<file path="config.mk">
export PLATFORM = sky130hd
export DESIGN_NAME = chaos_map_iter_ctrl
export DESIGN_NICKNAME = d
export VERILOG_FILES = /design/src/rtl/chaos_map_pkg.sv /design/src/rtl/chaos_map_iter_ctrl.sv
export SDC_FILE = /design/constraint.sdc
export NUM_CORES = 1
export LEC_CHECK = 0
export BUFFER_PORTS_ARGS = -buffer_cell sky130_fd_sc_hd__buf_2
export CORE_UTILIZATION = 54
export CTS_CLUSTER_DIAMETER = 60
export DETAILED_ROUTE_END_ITERATION = 6
export GPL_TIMING_DRIVEN = 0
export PLACE_DENSITY = 0.86
export SKIP_CTS_REPAIR_TIMING = 1
export SYNTH_ARGS = -nofsm -noshare
export SYNTH_HDL_FRONTEND = slang
export SYNTH_SLANG_ARGS = --single-unit
</file>
<file path="constraint.sdc">
create_clock -name clk -period 4.52 [get_ports clk]
set_input_delay 0.904 -clock clk [delete_from_list [all_inputs] [get_ports clk]]
set_output_delay 0.904 -clock clk [all_outputs]
set_load 0.05 [all_outputs]
</file>
<file path="src/rtl/chaos_map_pkg.sv">
// Shared types and constants for the basic chaotic-map iteration controllers.
package chaos_map_pkg;

   localparam int unsigned DATA_W_DEF  = 32;
   localparam int unsigned CNT_W_DEF   = 16;
   localparam int unsigned MAP_LAT_MAX = 15;
   localparam int unsigned LAT_W       = $clog2(MAP_LAT_MAX + 1);

   typedef enum logic [1:0] {
      IDLE,
      WAIT,
      EMIT,
      DONE
   } state_e;

endpackage

</file>
<file path="src/rtl/chaos_map_iter_ctrl.sv">
// Iteration sequencer for an external basic chaotic map: runs a warmup transient,
// then streams successive map states over a valid/ready interface.
module chaos_map_iter_ctrl
   import chaos_map_pkg::*;
#(
   parameter int unsigned DATA_W  = DATA_W_DEF,
   parameter int unsigned CNT_W   = CNT_W_DEF,
   parameter int unsigned MAP_LAT = 1
) (
   input  logic              clk,
   input  logic              rst_n,
   input  logic              start,
   input  logic              abort,
   input  logic [DATA_W-1:0] seed,
   input  logic [DATA_W-1:0] ratio,
   input  logic [CNT_W-1:0]  warmup,
   input  logic [CNT_W-1:0]  count,
   output logic              busy,
   output logic              done,
   output logic [DATA_W-1:0] map_x_o,
   output logic [DATA_W-1:0] map_ratio_o,
   input  logic [DATA_W-1:0] map_x_next_i,
   output logic              out_valid,
   input  logic              out_ready,
   output logic [DATA_W-1:0] out_data
);

   localparam logic [LAT_W-1:0] LAT_INIT = LAT_W'(MAP_LAT - 1);

   state_e            state_q, state_d;
   logic [DATA_W-1:0] x_q, x_d;
   logic [DATA_W-1:0] ratio_q, ratio_d;
   logic [CNT_W-1:0]  warm_q, warm_d;
   logic [CNT_W-1:0]  rem_q, rem_d;
   logic [LAT_W-1:0]  lat_q, lat_d;
   logic              out_valid_q, out_valid_d;
   logic [DATA_W-1:0] out_data_q, out_data_d;
   logic              done_q, done_d;

   always_comb begin
      state_d     = state_q;
      x_d         = x_q;
      ratio_d     = ratio_q;
      warm_d      = warm_q;
      rem_d       = rem_q;
      lat_d       = lat_q;
      out_valid_d = out_valid_q;
      out_data_d  = out_data_q;

      case (state_q)
         IDLE: begin
            if (start) begin
               x_d     = seed;
               ratio_d = ratio;
               warm_d  = warmup;
               rem_d   = count;
               lat_d   = LAT_INIT;
               state_d = (count == '0) ? DONE : WAIT;
            end
         end
         WAIT: begin
            if (abort) begin
               out_valid_d = 1'b0;
               state_d     = IDLE;
            end else if (lat_q != '0) begin
               lat_d = lat_q - 1'b1;
            end else begin
               x_d = map_x_next_i;
               if (warm_q != '0) begin
                  warm_d = warm_q - 1'b1;
                  lat_d  = LAT_INIT;
               end else begin
                  out_data_d  = map_x_next_i;
                  out_valid_d = 1'b1;
                  state_d     = EMIT;
               end
            end
         end
         EMIT: begin
            // abort outranks a same-cycle handshake: the sample is not counted
            if (abort) begin
               out_valid_d = 1'b0;
               state_d     = IDLE;
            end else if (out_ready) begin
               out_valid_d = 1'b0;
               rem_d       = rem_q - 1'b1;
               if (rem_q == CNT_W'(1)) begin
                  state_d = DONE;
               end else begin
                  lat_d   = LAT_INIT;
                  state_d = WAIT;
               end
            end
         end
         DONE: begin
            state_d = IDLE;
         end
         default: begin
            state_d = IDLE;
         end
      endcase

      done_d = (state_d == DONE);
   end

   always_ff @(posedge clk or negedge rst_n) begin
      if (!rst_n) begin
         state_q     <= IDLE;
         x_q         <= '0;
         ratio_q     <= '0;
         warm_q      <= '0;
         rem_q       <= '0;
         lat_q       <= '0;
         out_valid_q <= 1'b0;
         out_data_q  <= '0;
         done_q      <= 1'b0;
      end else begin
         state_q     <= state_d;
         x_q         <= x_d;
         ratio_q     <= ratio_d;
         warm_q      <= warm_d;
         rem_q       <= rem_d;
         lat_q       <= lat_d;
         out_valid_q <= out_valid_d;
         out_data_q  <= out_data_d;
         done_q      <= done_d;
      end
   end

   assign busy        = (state_q != IDLE);
   assign done        = done_q;
   assign map_x_o     = x_q;
   assign map_ratio_o = ratio_q;
   assign out_valid   = out_valid_q;
   assign out_data    = out_data_q;

endmodule
</file>
# Word-level counts from Yosys, hierarchy flattened

Cells that the tools add are included.

Bitwise operators: 3
Multipliers: 0
Add/subtract/negate cells: 3
Muxes and demuxes: 36
Reduce and logical (&&, ||, !) cells: 16
Shift operators: 0
Order comparisons: 0
Equal/unequal tests: 16
Div/mod/pow operators: 0

Operators with widths:

| operator                                             | count |
|---|---|
| 2-to-1 mux 16 bit                                    | 7 |
| 2-to-1 mux 32 bit                                    | 3 |
| case mux 16 bit (2 select lines)                     | 2 |
| case mux 32 bit (2 select lines)                     | 1 |
| subtractor 16 x 1 -> 16 bit, second input constant   | 2 |
| 2-to-1 mux 4 bit                                     | 7 |
| equality test 16 x 1 -> 1 bit, second input constant | 1 |
| zero test 16 bit                                     | 1 |
| 2-to-1 mux 2 bit                                     | 8 |
| AND reduction 4 bit                                  | 4 |
| nonzero test 16 bit                                  | 1 |
| inequality test 2 bit, second input constant         | 7 |
| inequality test 3 bit, second input constant         | 4 |
| case mux 4 bit (3 select lines)                      | 1 |
| case mux 2 bit (4 select lines)                      | 1 |
| nonzero test 2 bit                                   | 4 |
| AND reduction 7 bit                                  | 1 |
| equality test 2 bit, second input constant           | 3 |
| 2-to-1 mux 1 bit                                     | 5 |
| AND reduction 5 bit                                  | 1 |
| nonzero test 4 bit                                   | 1 |
| subtractor 4 x 1 -> 4 bit, second input constant     | 1 |
| NOT 1 bit                                            | 3 |
| nonzero test 3 bit                                   | 1 |
| other kinds (4)                                      | 4 |

Word-level logic and storage cells: 83
Memories: 0
Output and inout bits: 99
Memory bits (writable): 0
Bits in latches: 0
ROM bits: 0
Flip-flop bits (word level): 136

# Depth between registers and ports, before layout

Depth in word-level cells: 6
Mapped depth: 9
Gate-level depth less buffers: 7

# Worst setup path before layout

OpenSTA, ideal clock, no wires.

Path type: input to register
Start: in abort
End: reg warm_q[12]
Cell stages on the path: 6
Buffers on the path: 1
Setup time: 0.138 ns
Path slack: 2.021 ns
Arrival time: 2.361 ns
Cell sequence: or4b_1 > a21oi_1 > clkbuf_1 > o21ai_0 > nand2_1 > o21ai_0

Cells in the longest elaborated chain, start to end: 2

Ends and longest elaborated chain:

| what                                   | line                       | source |
|---|---|---|
| start: declaration                     | chaos_map_iter_ctrl.sv:13  | `input logic abort,` |
| inequality test 2 bit (no source line) | -                          |  |
| AND reduction 5 bit (no source line)   | -                          |  |
| end signal: assignment                 | chaos_map_iter_ctrl.sv:121 | `warm_q <= warm_d;` |
| end: declaration                       | chaos_map_iter_ctrl.sv:33  | `logic [CNT_W-1:0] warm_q, warm_d;` |

Every way passes these cells.
A chain may end at the register's enable or synchronous reset.

# Worst setup path after layout

Start: reg lat_q[0]
End: reg warm_q[12]

Cells in the longest elaborated chain, start to end: 3

Ends and longest elaborated chain:

| what                                   | line                       | source |
|---|---|---|
| start: declaration                     | chaos_map_iter_ctrl.sv:35  | `logic [LAT_W-1:0] lat_q, lat_d;` |
| start signal: assignment               | chaos_map_iter_ctrl.sv:123 | `lat_q <= lat_d;` |
| nonzero test 4 bit                     | chaos_map_iter_ctrl.sv:65  | `end else if (lat_q != '0) begin` |
| inequality test 2 bit (no source line) | -                          |  |
| AND reduction 5 bit (no source line)   | -                          |  |

Every way passes these cells.

==> out/metrics.csv <==
stage,metric,value,unit
die,Core Area,11600,um2
die,Starting Density,56.3,%
setup_path,"Worst Path Class, Setup",reg2reg,
worst_hold_path,worst hold path type,in2async,
layout,Layout area overhead,29.5,%
timing,clock skew,0.00931,ns
place,Placed Area,7890,um2
timing,Max Clock Freq,340,MHz
setup_path,"Buf+Inv Stages, Crit Path",2,
clock_tree,H-tree Lvls,4,
global_routing,global-route wire length before repair,28500,um
logic_synthesis,Synth Register Bits,136,
logic_synthesis,"EDFF count, synth",0,
logic_synthesis,Synth Cell Area,6520,um2
layout,Fill cells,849,
timing,final-report max-slew violation count,0,
layout,design area,8440,um2
power_and_ir_drop,leakage power,4.07,nW
clock_tree,root buffer cell,clkbuf_16,
setup_path,Worst Setup Start Kind,register,
die,die height,112,um
route,1st-pass router iterations,7,
logic_synthesis,ys async rst share,100,%
place,GPL Wtd Cong,0.842,
setup_path,cell family with most CP delay,compound AO/OA/AOI/OAI gates,
logic_synthesis,Syn Inst Count,633,
clock_tree,Worst-path clk slew,0.06,ns
route,iteration-0 DRC count of the detailed router,459,
timing,worst rel slew slack,34.2,%
logic_synthesis,Netlist cell types,57,
timing,Setup Viol. Count Final,0,
logic_synthesis,YS warnings,0,
layout,most frequent cells in the layout,"232 x buf_2, 136 x dfrtp_1, 83 x nand2_1",
clock_tree,CTS Buf Count,17,
status,status,finished with violations,
layout,# diodes,0,
setup_path,"Slowest-stage cell, CP",a21oi_1,
global_routing,grt total ovfl,0,
route,routed length per instance,17.1,um
power_and_ir_drop,Final Total Pwr,0.00422,W
route,final routed DRC violation total,4,
global_routing,largest net degree at the start of global routing,103,
route,Routed Antenna Nets,0,
setup_path,required time worst endpoint,4.80,ns
clock_tree,clock tree buffer depth,2,
setup_path,Most Frequent Cell on Critical Path,o21ai_0,
logic_synthesis,ys flop type,dfrtp_1,
logic_synthesis,net count after synthesis,771,
global_routing,antenna violations before repair,0,
flow_run,Max Cap Viol,0,
power_and_ir_drop,"IR drop worst, VDD",374,uV
setup_path,worst reg2reg path depth,8,
timing,worst slew pin tran,0.978,ns
place,IO buf count,231,
route,total number of vias,5936,
setup_path,Worst path depth,8,
clock_tree,CTS tree,yes,
clock_tree,clk sinks,136,
timing,period utilization,65.1,%
setup_path,"critical path fanouts, max",10,
die,standard-cell rows,39,
timing,unrepaired setup endpoints after global routing,no,
global_routing,GRT Total Usage,29.3,%
layout,share of cells above drive strength 1,38.2,%
logic_synthesis,syn avg cell area,10.3,um2
clock_tree,worst-skew pair later-pin latency,0.42,ns
die,IO Pins,232,
timing,fin crit period,2.94,ns
place,post-DP HPWL,12900,um
die,die width,112,um
route,via/cell ratio,5.71,
timing,setup_tns,0,ns
route,Total Wirelength,17800,um
setup_path,CP Cell Sequence,"inv_1, ha_1, or4b_1, a21oi_1, clkbuf_1, o21ai_0, nand2_1, o21ai_0",
layout,"commonest non-fill, non-tap cell in the layout",buf_2,
setup_path,CP max stage delay,0.79,ns
status,failing checks,DRC,
setup_path,crit path capture type,register,
setup_path,arrival time worst endpoint,3.22,ns
timing,final hold violations,0,
layout,Nets,1022,
global_routing,vias in the first global route,5828,
die,die area,12500,um2
layout,final core occ,73.0,%
power_and_ir_drop,Power Density,500,nW/um2
logic_synthesis,part of the Yosys area used for sequential elements,52.2,%
synth_stat cells, types with 6 or more instances:
cell	number	area, um2
dfrtp_1	136	3400
nand2_1	83	312
nor2_1	77	289
a21oi_1	39	195
mux2_2	35	394
a31oi_1	34	213
clkbuf_1	33	124
mux2_4	29	435
o21ai_0	23	115
nor4_1	14	87.6
inv_1	13	48.8
nor3_1	11	55.1
nand3_1	8	40.0
nand4_1	7	43.8
a211oi_1	6	45.0
state kept, by name (all words and copies together), names as in the netlist:
name	count
lat_q	4
out_data	32
done	1
rem_q	16
map_ratio_o	32
out_valid	1
map_x_o	32
state_q	2
warm_q	16
metal layers:
layer	routed length (um)	vias to the layer above	part of all wire, %	track usage, %
li1	-	2767	-	-
met2	9000	243	51	49.9
met5	0	-	0	0
met4	396	0	2.2	11.4
met1	7120	2893	40	35.3
met3	1290	33	7.2	7.95
final cells by class:
cell class / count / area [um2] / share of cell area (%)
Buffer: 40 / 213 / 2.52
Clock buffer: 18 / 429 / 5.09
Tap cell: 143 / 179 / 2.12
Sequential cell: 136 / 3400 / 40.3
Clock inverter: 13 / 123 / 1.45
Inverter: 13 / 48.8 / 0.578
Timing Repair Buffer: 232 / 1190 / 14.1
Multi-Input combinational cell: 444 / 2850 / 33.8
per-stage QoR:
| step | worst slack, ns | instances | hold slack [ns] |
|---|---|---|---|
| 2_1_floorplan | 2.02 | 633 | 0.448 |
| 3_3_place_gp | 0.716 | 1007 | 0.474 |
| 3_5_place_dp | 1.27 | 1008 | 0.476 |
| 4_1_cts | 1.66 | 1039 | 0.383 |
| 5_1_grt | 1.43 | 1039 | 0.401 |
| 6_report | 1.58 | 1039 | 0.381 |
path summary, 6_finish.rpt:
kind,start,to,slack (ns)
max,lat_q[0],warm_q[12],1.58
min,rst_n,rem_q[13],0.38
max reg2reg,lat_q[0],warm_q[12],1.58
min reg2reg,lat_q[3],lat_q[3],0.49
max in group asynchronous,rst_n,out_data[12],3.35
min in group clk,lat_q[3],lat_q[3],0.49
power by group:
part	switching [W]	internal (W)
Clock	0.000540	0.000759
Combinational	0.000940	0.000367
Sequential	0.000169	0.00144
cells by family after synthesis:
group           after synthesis  share of synthesized area [%]
mux                          65                           12.9
buf+inv                      53                           4.01
simple gates                232                           16.4
fa+ha+maj                     5                          0.960
compound gates              142                           13.5
flops                       136                           52.2
Power figures use the tool's default switching activity.
